--- src/rtl/mrd_pkg.sv ---
// Shared definitions for the MRD frame controller and the sink writer:
// controller state encoding, sink beat-count width and the beat-count helper.
package mrd_pkg;

  localparam int BEAT_W = 10;

  typedef enum logic [2:0] {
    ST_IDLE    = 3'd0,
    ST_SINK    = 3'd1,
    ST_WAIT_RD = 3'd2,
    ST_RD      = 3'd3,
    ST_WAIT_WR = 3'd4,
    ST_SOURCE  = 3'd5
  } mrd_state_e;

  // Four samples per beat; a partial trailing beat still counts as a beat.
  function automatic logic [BEAT_W-1:0] calc_beats(input logic [11:0] dft_size);
    return BEAT_W'(({1'b0, dft_size} + 13'd3) >> 2);
  endfunction

endpackage

--- src/rtl/mrd_src_cnt.sv ---
// Source-side beat sequencer: walks the beat index 0..beats-1 under a
// valid/ready handshake and flags the first and last beats.
module mrd_src_cnt
  import mrd_pkg::*;
#(
  parameter int wADDR = 8
) (
  input  logic              clk,
  input  logic              rst,
  input  logic              load,
  input  logic [BEAT_W-1:0] beats,
  input  logic              src_ready,
  output logic              src_valid,
  output logic              src_sop,
  output logic              src_eop,
  output logic [wADDR-1:0]  src_addr,
  output logic              done
);

  logic              valid_q, valid_d;
  logic              sop_q, sop_d;
  logic              eop_q, eop_d;
  logic [BEAT_W-1:0] idx_q, idx_d;
  logic [BEAT_W-1:0] idx_nxt;
  logic [BEAT_W-1:0] last_idx;

  assign idx_nxt  = idx_q + 1'b1;
  assign last_idx = beats - 1'b1;

  // The last beat leaving the interface ends the Source phase.
  assign done = valid_q & src_ready & eop_q;

  assign src_valid = valid_q;
  assign src_sop   = sop_q;
  assign src_eop   = eop_q;
  assign src_addr  = wADDR'(idx_q);

  // Next beat index and flags; everything holds while the sink stalls.
  always_comb begin
    valid_d = valid_q;
    sop_d   = sop_q;
    eop_d   = eop_q;
    idx_d   = idx_q;
    if (load) begin
      valid_d = 1'b1;
      idx_d   = '0;
      sop_d   = 1'b1;
      eop_d   = (beats == BEAT_W'(1));
    end else if (valid_q && src_ready) begin
      if (eop_q) begin
        valid_d = 1'b0;
        idx_d   = '0;
        sop_d   = 1'b0;
        eop_d   = 1'b0;
      end else begin
        idx_d = idx_nxt;
        sop_d = 1'b0;
        eop_d = (idx_nxt == last_idx);
      end
    end
  end

  // Handshake registers.
  always_ff @(posedge clk) begin
    if (rst) begin
      valid_q <= 1'b0;
      sop_q   <= 1'b0;
      eop_q   <= 1'b0;
      idx_q   <= '0;
    end else begin
      valid_q <= valid_d;
      sop_q   <= sop_d;
      eop_q   <= eop_d;
      idx_q   <= idx_d;
    end
  end

endmodule

--- src/rtl/mrd_fsm_ctrl.sv ---
// Frame controller for the mixed-radix DFT: collects sink beats, runs one
// read/write-back pass per radix stage, then streams the result out.
module mrd_fsm_ctrl
  import mrd_pkg::*;
#(
  parameter int wADDR   = 8,
  parameter int GAP_CYC = 3
) (
  input  logic             clk,
  input  logic             rst,
  input  logic             in_valid,
  input  logic [11:0]      dft_size,
  input  logic [2:0]       num_stages,
  input  logic             overTime,
  input  logic             rd_last,
  input  logic             wr_done,
  input  logic             src_ready,
  output logic [2:0]       fsm,
  output logic             rd_start,
  output logic [2:0]       stage_idx,
  output logic             src_valid,
  output logic             src_sop,
  output logic             src_eop,
  output logic [wADDR-1:0] src_addr,
  output logic             err_overtime
);

  localparam int GAP_W    = (GAP_CYC > 1) ? $clog2(GAP_CYC) : 1;
  localparam int GAP_LAST = (GAP_CYC > 0) ? GAP_CYC - 1 : 0;

  mrd_state_e        state_q, state_d;
  logic [2:0]        stage_q, stage_d;
  logic [2:0]        nstg_q, nstg_d;
  logic [BEAT_W-1:0] beats_q, beats_d;
  logic [BEAT_W-1:0] sink_cnt_q, sink_cnt_d;
  logic [GAP_W-1:0]  gap_q, gap_d;
  logic              err_q, err_d;
  logic              rd_start_q, rd_start_d;
  logic              src_load;
  logic              src_done;

  assign fsm          = state_q;
  assign rd_start     = rd_start_q;
  assign stage_idx    = stage_q;
  assign err_overtime = err_q;

  // Next state and frame bookkeeping; rd_start and the source load are
  // derived from the transition so they land in the first cycle of the state.
  always_comb begin
    state_d    = state_q;
    stage_d    = stage_q;
    nstg_d     = nstg_q;
    beats_d    = beats_q;
    sink_cnt_d = sink_cnt_q;
    gap_d      = gap_q;
    err_d      = err_q;
    case (state_q)
      ST_IDLE: begin
        if (in_valid) begin
          state_d    = ST_SINK;
          stage_d    = '0;
          beats_d    = calc_beats(dft_size);
          nstg_d     = (num_stages == 3'd0) ? 3'd1 : num_stages;
          sink_cnt_d = BEAT_W'(1);
          err_d      = 1'b0;
        end
      end
      ST_SINK: begin
        if (overTime) begin
          state_d = ST_IDLE;
          err_d   = 1'b1;
        end else if (in_valid) begin
          if (sink_cnt_q != '1) sink_cnt_d = sink_cnt_q + 1'b1;
        end else if (sink_cnt_q != '0) begin
          state_d = ST_WAIT_RD;
          gap_d   = '0;
        end
      end
      ST_WAIT_RD: begin
        if (gap_q == GAP_W'(GAP_LAST)) begin
          state_d = ST_RD;
        end else begin
          gap_d = gap_q + 1'b1;
        end
      end
      ST_RD: begin
        if (rd_last) state_d = ST_WAIT_WR;
      end
      ST_WAIT_WR: begin
        if (wr_done) begin
          if (stage_q == nstg_q - 3'd1) begin
            state_d = (beats_q == '0) ? ST_IDLE : ST_SOURCE;
          end else begin
            stage_d = stage_q + 3'd1;
            state_d = ST_RD;
          end
        end
      end
      ST_SOURCE: begin
        if (src_done) state_d = ST_IDLE;
      end
      default: state_d = ST_IDLE;
    endcase
    rd_start_d = (state_d == ST_RD) && (state_q != ST_RD);
    src_load   = (state_d == ST_SOURCE) && (state_q != ST_SOURCE);
  end

  // State and frame registers; reset abandons any frame in flight.
  always_ff @(posedge clk) begin
    if (rst) begin
      state_q    <= ST_IDLE;
      stage_q    <= '0;
      nstg_q     <= '0;
      beats_q    <= '0;
      sink_cnt_q <= '0;
      gap_q      <= '0;
      err_q      <= 1'b0;
      rd_start_q <= 1'b0;
    end else begin
      state_q    <= state_d;
      stage_q    <= stage_d;
      nstg_q     <= nstg_d;
      beats_q    <= beats_d;
      sink_cnt_q <= sink_cnt_d;
      gap_q      <= gap_d;
      err_q      <= err_d;
      rd_start_q <= rd_start_d;
    end
  end

  mrd_src_cnt #(
    .wADDR(wADDR)
  ) u_src_cnt (
    .clk      (clk),
    .rst      (rst),
    .load     (src_load),
    .beats    (beats_q),
    .src_ready(src_ready),
    .src_valid(src_valid),
    .src_sop  (src_sop),
    .src_eop  (src_eop),
    .src_addr (src_addr),
    .done     (src_done)
  );

endmodule
--- config.mk ---
export PLATFORM = sky130hd
export DESIGN_NAME = mrd_fsm_ctrl
export DESIGN_NICKNAME = d
export VERILOG_FILES = /design/src/rtl/mrd_pkg.sv /design/src/rtl/mrd_src_cnt.sv /design/src/rtl/mrd_fsm_ctrl.sv
export SDC_FILE = /design/constraint.sdc
export NUM_CORES = 1
export LEC_CHECK = 0
export CAP_MARGIN = 20
export CORE_ASPECT_RATIO = 0.7
export CORE_UTILIZATION = 49
export DETAILED_ROUTE_END_ITERATION = 7
export GPL_TIMING_DRIVEN = 1
export PLACE_DENSITY_LB_ADDON = 0.3
export SLEW_MARGIN = 20
export SYNTH_ARGS = -nofsm -noshare
export SYNTH_HDL_FRONTEND = slang
export SYNTH_SLANG_ARGS = --single-unit
--- constraint.sdc ---
create_clock -name clk -period 2.4 [get_ports clk]
set_clock_uncertainty 0.05 [all_clocks]
set_input_delay 0.36 -clock clk [delete_from_list [all_inputs] [get_ports clk]]
set_output_delay 0.36 -clock clk [all_outputs]
set_load 0.02 [all_outputs]
**Word level (Yosys, flattened, before mapping)**

Cells that the tools add are included.

- Bits in registers: 46
- Input bits: 22
- Output and inout port bits: 19
- Word-level logic and storage cells: 102

- Add/sub/neg operators: 7
- Equal/unequal tests: 24
- Mux-type cells: 38
- Bitwise operators: 2
- Reductions and logical operators: 19

Operators with widths:

| kind | count |
|---|---|
| $mux 10 | 5 |
| $mux 3 | 14 |
| $add 10x1->10 const B | 2 |
| $ne 2x2->1 const B | 10 |
| $pmux 10 s2 | 1 |
| $pmux 3 s6 | 1 |
| $add 12x2->12 const B | 1 |
| $eq 10x1->1 const B | 1 |
| $eq 10x10->1 | 1 |
| $logic_not 10->1 | 1 |
| $mux 1 | 10 |
| $ne 10x10->1 const B | 1 |
| $reduce_and 5->1 | 2 |
| $reduce_bool 10->1 | 1 |
| $reduce_bool 2->1 | 5 |
| $sub 10x1->10 const B | 1 |
| $eq 3x2->1 const B | 3 |
| $eq 3x3->1 const B | 3 |
| $mux 2 | 4 |
| $logic_not 3->1 | 2 |
| $pmux 3 s2 | 1 |
| $pmux 2 s2 | 1 |
| $reduce_and 2->1 | 2 |
| $reduce_and 4->1 | 1 |
| 13 further kinds | 16 |

**Depth between registers and ports, before layout**

Gate-level depths: netlist of the first run.

- Word-level depth: 9
- Depth in mapped cells: 10
- Gate-level depth less buffers: 8

**Hierarchy**

Synthesis of the first run repeated with hierarchy kept, for this count alone.

- Cells, all modules: 352
- Area, all modules: 2,865.2 µm²

Modules (own cells, without submodules):

| module | instances | cells each | area an instance (µm²) | sequential area each (µm²) |
|---|---|---|---|---|
| mrd_fsm_ctrl | 1 | 217 | 1,788.0 | 660.6 |
| mrd_src_cnt | 1 | 135 | 1,077.3 | 260.2 |

**Least setup slack after synthesis of the first run**

OpenSTA, ideal clock, no wires.

- Kind: register to register
- Start point: register beats_q[0]
- End point: register u_src_cnt.eop_q (netlist: u_src_cnt.src_eop)
- Library setup time: 74 ps
- Data arrival time: 2,406 ps
- Data required time: 2,276 ps
- Slack: -130 ps
- Stages on the path, launching flop included: 10
- Path buffers: 1
- Clock period less this slack: 2,530 ps
- Cells stage by stage: dfxtp_1 inv_1 ha_1 or3b_1 clkbuf_1 nor3_1 xnor3_2 or4b_1 or4_1 a31oi_1

- Word-level cells in the longest chain between the ends: 8
- Elaborated cells on any way between the ends: 14
- Classes of those cells: add/sub: 1; eq/ne: 3; mux: 7; reduce/logical: 3

RTL lines:

| element | line | source |
|---|---|---|
| from (decl) | mrd_fsm_ctrl.sv:34 | `logic [BEAT_W-1:0] beats_q, beats_d;` |
| from (signal assigned) | mrd_fsm_ctrl.sv:123 | `beats_q <= beats_d;` |
| branches (longest 8 deep; another with $sub 10x1->10) | - |  |
| to (signal assigned) | mrd_src_cnt.sv:73 | `eop_q <= eop_d;` |
| to (decl) | mrd_src_cnt.sv:22 | `logic eop_q, eop_d;` |

Parallel ways; which one is timed is not known. The select of a mux whose other input is x is not followed.
A chain may end at the register's enable or synchronous reset.

**Final worst setup path of the first run**

- Start point: register beats_q[1]
- End point: register u_src_cnt.eop_q (netlist: u_src_cnt.src_eop)

The elaborated chain is that of the path after synthesis.

==> impl_metrics.ini, run 1 <==
[floorplanning]
dieArea_um2 = 5990
floorplan.initialDensity = 0.521
core-area_um2 = 5340
die_w_um = 92.1
die_y_um = 65.0
pin_count = 41
num_rows = 22

[setup_path]
path_max_fanout = 3
path_cells = or4_4, nor2_4, xnor3_1, or4b_1, or4_1, a31oi_1
cp-start-kind = flop
worstSetupPathType = flop to flop
worstPathRequired_ns = 2.57
max_stage_delay_ns = 0.56
critPathTopFamily = simple AND/OR/NAND/NOR gates
cp_slowest_cell = or4_4
cp_num_buf_inv = 0
arrival_ns = 2.56
end_kind = flop

[synthesis]
synth-seq-cells = 46
synth_ff_type = dfxtp_1
synthCells = 338
async_flop_share = 0
yosys_warnings = 0
synth_edf_count = 0
avgSynthCellArea_um2 = 8.23
yosysSeqAreaShare = 0.331
synth_cell_types = 53
synth.net_count = 368
syn_area_um2 = 2780

[cells_and_area]
final_cell_count_no_fill = 463
layout-drive-gt1-share = 0.138
final_cell_area_um2 = 3530
area_growth_pct = 27.0
postLayoutCoreUtil = 0.662
nNetsFinal = 420
diodes = 0

[grt]
antenna_found_initial = 0
grt_first_pass_wirelength_mm = 10.9
track_usage = 0.230
grt_pass1_vias = 2325
grt_max_degree = 28
gr-total-overflow = 0

[run]
cap_viol_max_count = 0

[detailed_routing]
drc = 0
drt_iter0_drc = 181
routed_via_density = 5.48
wl_mm = 6.31
firstDrtPassIters = 5
wire_per_inst_um = 13.6
final_antenna_net_count = 0
vias = 2536

[sta]
maxSlewViolCount = 0
rsz0062_at_grt = true
relSlewSlack = 0.688
final.setup.worst_slack_ns = 0.0171
setup-violations-final = 0
holdWs_ns = 0.415
fin_crit_ns = 2.38
finalHoldViolations = 0
fmax_mhz = 420
worst_pin_slew_ns = 0.467
tns_ns = 0
fin_crit_sh = 0.993

[run_status]
status = finished clean

[cts]
cts.path.max_buffers = 2
cts_tree = yes
cts_inserted_buffers = 5
clkTransAtPathRegs_ns = 0.08
htreeDepth = 2
clock-sinks = 46
root_buffer = clkbuf_8
holdBufCountCts = 0
clk_latency_ns = 0.30

[place]
portBuffers = 40
dp_worst_setup_slack_ns = -0.0783
place_inst = 454
placed_area_um2 = 3390
place_hpwl_mm = 4.77
globalplace.congestion = 0.874

[power]
leakage_nw = 1.34
power_density_nw_per_um2 = 506
vdd_ir_drop_max_mv = 0.314
fin_total_pwr_mw = 1.79

[hold_path]
worstHoldPathType = flop to flop
[flip-flops by register name, summed over array words and instances (netlist names)]
| register | flops |
|---|---|
| u_src_cnt.idx_q | 10 |
| nstg_q | 3 |
| u_src_cnt.src_sop | 1 |
| sink_cnt_q | 10 |
| beats_q | 10 |
| u_src_cnt.src_valid | 1 |
| err_overtime | 1 |
| u_src_cnt.src_eop | 1 |
| gap_q | 2 |
| fsm | 3 |
| stage_idx | 3 |
| rd_start | 1 |
[power breakdown]
part / internal (mW) / leakage, nW / switching [mW]
registers: 0.792 / 0.375 / 0.0327
clock network: 0.312 / 0.0524 / 0.251
logic: 0.221 / 0.912 / 0.178
[synth_stat cells, drive strengths merged (2+ instances only)]
cell type	count	area (um^2)
nand4	5	31.3
xor2	15	131
nand3	6	30.0
a21oi	28	140
dfxtp	46	921
nor4	3	18.8
nor2	47	179
buf	10	68.8
or3	4	25.0
xnor2	23	220
a211oi	9	67.6
inv	10	37.5
ha	8	100
clkbuf	15	56.3
nor4b	2	17.5
nand2b	5	31.3
and4	4	35.0
nor3b	4	30.0
xnor3	3	70.1
nand2	25	93.8
and3	6	37.5
or4	6	48.8
mux2i	3	30.0
o21bai	2	15.0
nand3b	2	15.0
a31oi	6	37.5
or3b	3	26.3
o21ai	11	55.1
nor3	10	50.1
[layout by cell type, fill, tap and decap left out, drive strengths merged, types with 2 or more instances in the layout]
cell / instances
and4: 4
nor3: 10
or4: 6
nor2: 47
buf: 30
a31oi: 6
nand4: 5
or3: 4
inv: 10
a21oi: 28
nor3b: 4
a211oi: 9
nand3b: 2
xnor2: 23
mux2i: 3
clkbuf: 7
dfxtp: 46
nand2b: 5
nor4b: 2
ha: 8
clkdlybuf4s50: 40
or3b: 3
and3: 6
o21bai: 2
o21ai: 11
xnor3: 3
nor4: 3
nand3: 6
nand2: 25
xor2: 15
[cell type report]
cell class	count	area, um^2
Fill cell	443	1810
Multi-Input combinational cell	257	1740
Sequential cell	46	925
Timing Repair Buffer	70	638
Tap cell	72	90.1
Clock buffer	7	76.3
Inverter	10	37.5
Clock inverter	1	30.0
[cells by family (layout without fill, tap and decap cells)]
group	after synthesis	count (layout)	synth area share
XOR/XNOR	42	42	0.160
adder cells (fa/ha/maj)	8	8	0.0360
buffers and inverters	35	88	0.0585
flip-flops	46	46	0.331
multiplexers	3	3	0.0108
AO/OA/AOI/OAI	67	67	0.149
AND/OR/NAND/NOR	137	137	0.254
[what timing repair did]
action | 4_1_cts | 5_1_grt
endpoints found under the setup margin | 2 | 11
pin swaps | 2 | 1
gates resized for setup | 3 | 5
setup buffers | 0 | 1
[layer usage]
| metal | global-route usage | vias up | routed length [um] |
|---|---|---|---|
| met3 | 0.0540 | 6 | 360 |
| met4 | 0.0684 | 0 | 61 |
| met5 | 0 | - | 0 |
| met1 | 0.336 | 1162 | 3320 |
| met2 | 0.334 | 88 | 2560 |
| li1 | - | 1280 | - |
[tightest hold or removal path: stages, from the launching register on]
cell	delay [ns]
dfxtp_1	0.32
nand2_1	0.05
a21oi_1	0.05
[path summary, 6_finish.rpt]
path / endpoint / slack, ns / start / depth (start not counted)
max: u_src_cnt.src_eop / 0.02 / beats_q[1] / 6
min: nstg_q[1] / 0.42 / nstg_q[1] / 2
max reg2reg: u_src_cnt.src_eop / 0.02 / beats_q[1] / 6
min reg2reg: nstg_q[1] / 0.42 / nstg_q[1] / 2
No activity file was read; power rests on OpenSTA's default activity.
==> run 2: changes to the inputs <==
- CORE_UTILIZATION: 49 -> 25
- REMOVE_ABC_BUFFERS: unset -> 1
- clock period: 2.4 -> 2.2 ns (I/O delays scaled with it)
==> run 2 against run 1 <==
  * The flow now finishes with violations (negative setup slack)
  * Setup slack worse by 0.17 ns
  * First-iteration DRC count down 34%
  * Power increased by 19%
  * Sequential cell count is the same
  * Clock-buffer cell count down 2
  * Sequential share of layout area is 3.2 points lower
  * Via count grew 4.6%
  * Design area rose by 14%
  * Combinational power is 26% higher
  * Register-to-register slack worse by 0.17 ns
  * Highest routed layer unchanged
==> impl_metrics.ini, run 2 (same netlist as run 1, synthesis figures left out) <==
[cells_and_area]
area_growth_pct = 44.4
nNetsFinal = 452
fill_cells = 1071
layout-drive-gt1-share = 0.251
final_cell_area_um2 = 4020
regArea_um2 = 923
multi_input_area_um2 = 1840
diodes = 0
layout_common_cells = 57 x buf_4, 44 x dfxtp_1, 43 x nor2_1, 40 x clkdlybuf4s50_1, 25 x nand2_1
reg.largest.list = beats_q: 10 flops, sink_cnt_q: 10 flops, u_src_cnt.idx_q: 10 flops
mostFrequentLayoutCell = buf_4

[power]
fin_total_pwr_mw = 2.13
power.switching_mw = 0.579
p_int_mw = 1.56
pwr-share-clk = 0.342
vdd_ir_drop_max_mv = 0.264
p_comb_frac = 0.236
power_density_nw_per_um2 = 531
switching_share = 0.271
leakage_nw = 1.55
p_seq_frac = 0.422

[sta]
fmax_mhz = 425
rsz0062_at_grt = true
relSlewSlack = 0.730
worst_pin_slew_ns = 0.399
holdWs_ns = 0.410
finalHoldViolations = 0
fin_crit_sh = 1.07
final.setup.worst_slack_ns = -0.155
fin_crit_ns = 2.35
tns_ns = -1.26
maxSlewViolCount = 0
setup-violations-final = 13

[run_status]
status = complete, but fails checks
violations = negative setup slack

[detailed_routing]
drc = 0
drt_iter0_drc = 120
wl_mm = 7.77
wire_per_inst_um = 13.6
vias = 2653
firstDrtPassIters = 4
routed_via_density = 4.65
final_antenna_net_count = 0

[setup_path]
worstPathRequired_ns = 2.36
ff2ff_path_depth = 6
arrival_ns = 2.52
worstSetupPathType = flop to flop
cp-start-kind = flop
end_kind = flop
path_max_fanout = 3

[place]
placed_area_um2 = 3700
place_hpwl_mm = 5.78
globalplace.congestion = 0.841
portBuffers = 40

[hold_path]
worstHoldPathType = flop to flop
hold_depth = 2

[cts]
cts_inserted_buffers = 5
clkTransAtPathRegs_ns = 0.07
clk_latency_ns = 0.29
clock-sinks = 46
htreeDepth = 2
root_buffer = clkbuf_16
cts_tree = yes
cts.path.max_buffers = 2

[floorplanning]
num_rows = 31
die_y_um = 90.3
die_w_um = 128
dieArea_um2 = 11600
floorplan.initialDensity = 0.263
pin_count = 41
core-area_um2 = 10600

[grt]
grt_pass1_vias = 2635
grt_first_pass_wirelength_mm = 12.9
track_usage = 0.141
antenna_found_initial = 0
grt_max_degree = 28
gr-total-overflow = 0

[run]
cap_viol_max_count = 0
run 2: changes by cell type in the layout (fill, tap and decap cells not counted), moves of 2 or more:
cell and delta:
clkinv_2 +2, buf_6 +3, clkbuf_16 +5, nor2_1 -3
a21oi_2 +10, clkbuf_8 -5, a21oi_1 -10, nor2_4 +2
buf_4 +28, clkbuf_1 -2
run 2: through the flow:
stage               worst slack [ns]   util  instances
floorplan                     -0.318      -        313
global placement              -0.391  0.349        560
detailed placement            -0.408  0.349        560
CTS                           -0.171  0.376        570
global route                  -0.250  0.379        570
finish                        -0.155  0.379        570
run 2: worst max-delay path: stages, from the launching register on:
cell and delay [ns]:
dfxtp_2 0.33, or4_4 0.56, nor2_4 0.10, xnor3_1 0.19
or4b_1 0.51, or4_1 0.40, a31oi_1 0.15
run 2: area by class of cell:
| cell class | instances | share of cell area |
|---|---|---|
| inverter | 10 | 0.00934 |
| timing repair buffer | 102 | 0.223 |
| multi-input combinational | 257 | 0.458 |
| clock buffer | 5 | 0.0311 |
| tap | 148 | 0.0461 |
| clock inverter | 2 | 0.00249 |
| sequential | 46 | 0.230 |
run 2: path summary, 6_finish.rpt:
check | slack, ns | startpoint | to
max | -0.15 | beats_q[1] | u_src_cnt.src_eop
min | 0.41 | nstg_q[2] | nstg_q[2]
max reg2reg | -0.15 | beats_q[1] | u_src_cnt.src_eop
min reg2reg | 0.41 | nstg_q[2] | nstg_q[2]
run 2: power by group through the flow:
stage	Sequential, mW	Clock (mW)	Combinational (mW)
2_1_floorplan	0.920	0	0.243
3_3_place_gp	0.915	0	0.451
3_5_place_dp	0.916	0	0.454
4_1_cts	0.900	0.745	0.495
5_1_grt	0.906	0.780	0.548
6_report	0.901	0.730	0.504
run 2: metal layers:
metal | GRT usage | vias to the layer above | wire length, um
met5 | 0 | - | 0
met2 | 0.195 | 57 | 3140
met4 | 0.0422 | 0 | 106
met3 | 0.0237 | 8 | 320
met1 | 0.218 | 1239 | 4200
li1 | - | 1349 | -
run 2: timing repair:
action	CTS	global route
pin swaps	11	2
hold buffers	0	0
buffers inserted	2	0
gates resized for setup	30	9
endpoints found under the setup margin	14	18
cloned	1	0
==> run 3: changes to the inputs <==
- ABC_AREA: unset -> 1
- ABC_CLOCK_PERIOD_IN_PS: unset -> 2600
- clock period: 2.2 -> 2.6 ns (I/O delays scaled with it)
==> run 3 against run 2 <==
  * The flow now finishes without violations
  * Non-clock buffer count decreased by 56
  * Sequential share of layout area increased by 1.6 points
  * Die area increased by 8.8%
  * Critical path depth increased by 6
  * Setup slack improved by 0.65 ns
  * Hold slack got worse by 0.029 ns
  * Cell count increased by 19%
  * Wire length increased by 1.6%
  * Clock-buffer cell count increased by 2
  * Largest power group unchanged
  * Highest routed layer unchanged
==> impl_metrics.ini, run 3 <==
[place]
globalplace.congestion = 0.855
portBuffers = 40
place_hpwl_mm = 6.37

[cells_and_area]
reg.largest.list = beats_q: 10 flops, sink_cnt_q: 10 flops, u_src_cnt.idx_q: 10 flops
layout_common_cells = 129 x nand2_1, 64 x inv_1, 63 x nor2_1, 46 x dfxtp_1, 40 x clkdlybuf4s50_1
nNetsFinal = 549
diodes = 0
mostFrequentLayoutCell = nand2_1
postLayoutCoreUtil = 0.318
area_growth_pct = 23.6
layout-drive-gt1-share = 0.0904

[sta]
holdWs_ns = 0.381
relSlewSlack = 0.737
setup-violations-final = 0
maxSlewViolCount = 0
fmax_mhz = 474
fin_crit_sh = 0.811
rsz0062_at_grt = false
tns_ns = 0
finalHoldViolations = 0
fin_crit_ns = 2.11
worst_pin_slew_ns = 0.391

[cts]
clock-sinks = 46
holdBufCountCts = 0
cts-resized-gates = 0
post_cts_buffers = 0
clkTransAtPathRegs_ns = 0.06
cts_inserted_buffers = 5
cts.path.max_buffers = 2
cts_tree = yes
root_buffer = clkbuf_16
htreeDepth = 2
clk_latency_ns = 0.28

[detailed_routing]
drc = 0
drt_iter0_drc = 150
routed_via_density = 4.46
firstDrtPassIters = 4
final_antenna_net_count = 0
wl_mm = 7.89
vias = 3020
wire_per_inst_um = 11.7

[synthesis]
synth_top_area_cell = dfxtp_1
synth_top_cell_area_share = 0.304
synth_commonest_cells = 129 x nand2_1, 64 x inv_1, 63 x nor2_1
synth-seq-cells = 46
yosys_warnings = 0
yosysSeqAreaShare = 0.304
syn_area_um2 = 3030
async_flop_share = 0
synth_cell_types = 38
synth_ff_type = dfxtp_1
synth.most_common_cell = nand2_1
synthCells = 477
synth_edf_count = 0
synthTopCellsByArea = dfxtp_1 30%, nand2_1 16%, inv_1 7.9%
avgSynthCellArea_um2 = 6.35

[floorplanning]
die_w_um = 134
pin_count = 41
core-area_um2 = 11800
floorplan.initialDensity = 0.258
num_rows = 33
die_y_um = 94.1
dieArea_um2 = 12600

[grt]
grt_first_pass_wirelength_mm = 13.0
grt_pass1_vias = 2724
gr-total-overflow = 0
antenna_found_initial = 0
grt_max_degree = 16
track_usage = 0.130

[setup_path]
end_kind = flop
path_max_fanout = 10
worstPathRequired_ns = 2.77
cp-start-kind = flop
arrival_ns = 2.28
worstSetupPathType = flop to flop

[run]
cap_viol_max_count = 0

[power]
power_density_nw_per_um2 = 477
leakage_nw = 1.58
vdd_ir_drop_max_mv = 0.305

[hold_path]
worstHoldPathType = flop to flop

[run_status]
status = finished clean
[run 3: cell types whose count changed after synthesis, sizes merged, moves of 7 or more]
cell    delta
nand3     +33
inv       +61
xnor2     -20
clkbuf    -14
xor2       -7
nand2    +114
nor2      +23
[run 3: area by class of cell]
type | count | area [um^2]
clock buffer | 7 | 143
sequential | 46 | 921
inverter | 72 | 273
multi-input combinational | 348 | 1760
timing repair buffer | 46 | 445
clock inverter | 1 | 5.00
tap | 157 | 196
fill | 1298 | 8020
[run 3: report_power, final]
part / switching (mW) / internal, mW / leakage [nW] / total [mW]
registers: 0.0269 / 0.730 / 0.374 / 0.757
clock network: 0.266 / 0.382 / 0.0739 / 0.647
logic: 0.233 / 0.149 / 1.13 / 0.382
total: 0.526 / 1.26 / 1.58 / 1.79
[run 3: layer usage]
metal  up-vias  GRT usage  part of all wire
met5         -          0                 0
met4         0     0.0313            0.0080
met3         4     0.0210             0.033
met2        45      0.191              0.41
met1      1366      0.194              0.55
li1       1605          -                 -
[run 3: worst paths after layout]
check	from	slack, ns	to	cells past startpoint
worst max register to register	beats_q[0]	0.49	u_src_cnt.idx_q[7]	12
worst max-delay path	beats_q[0]	0.49	u_src_cnt.idx_q[7]	12
worst min register to register	gap_q[0]	0.38	gap_q[0]	1
worst min-delay path	gap_q[0]	0.38	gap_q[0]	1
[run 3: per-stage QoR]
step	setup WS [ns]	instances	total power [mW]	cell area, um^2
after floorplan	0.810	466	1.02	2960
after global placement	0.388	669	1.15	3600
after detailed placement	0.355	669	1.15	3600
after CTS	0.488	677	1.81	3750
after global routing	0.280	677	1.90	3750
final	0.491	677	1.79	3750
[run 3: cells by family (layout without fill, tap and decap cells)]
| logic type | Yosys count | count (layout) | synth area share |
|---|---|---|---|
| AOI/OAI and AO/OA | 65 | 65 | 0.138 |
| xor gates and xnor gates | 11 | 11 | 0.0318 |
| DFF | 46 | 46 | 0.304 |
| buffers and inverters | 83 | 126 | 0.114 |
| adders and majority gates | 8 | 8 | 0.0330 |
| and+or+nand+nor | 264 | 264 | 0.379 |
[run 3: critical path, cell delays in order (launching register included)]
cell     delay (ns)
dfxtp_1        0.33
inv_1          0.14
ha_1           0.31
nand2_1        0.11
nor2_1         0.19
nand3_1        0.17
nand2_1        0.09
nor2_1         0.05
nor2_2         0.18
nor2_4         0.06
nand2_4        0.10
nand2_4        0.12
a21oi_1        0.13
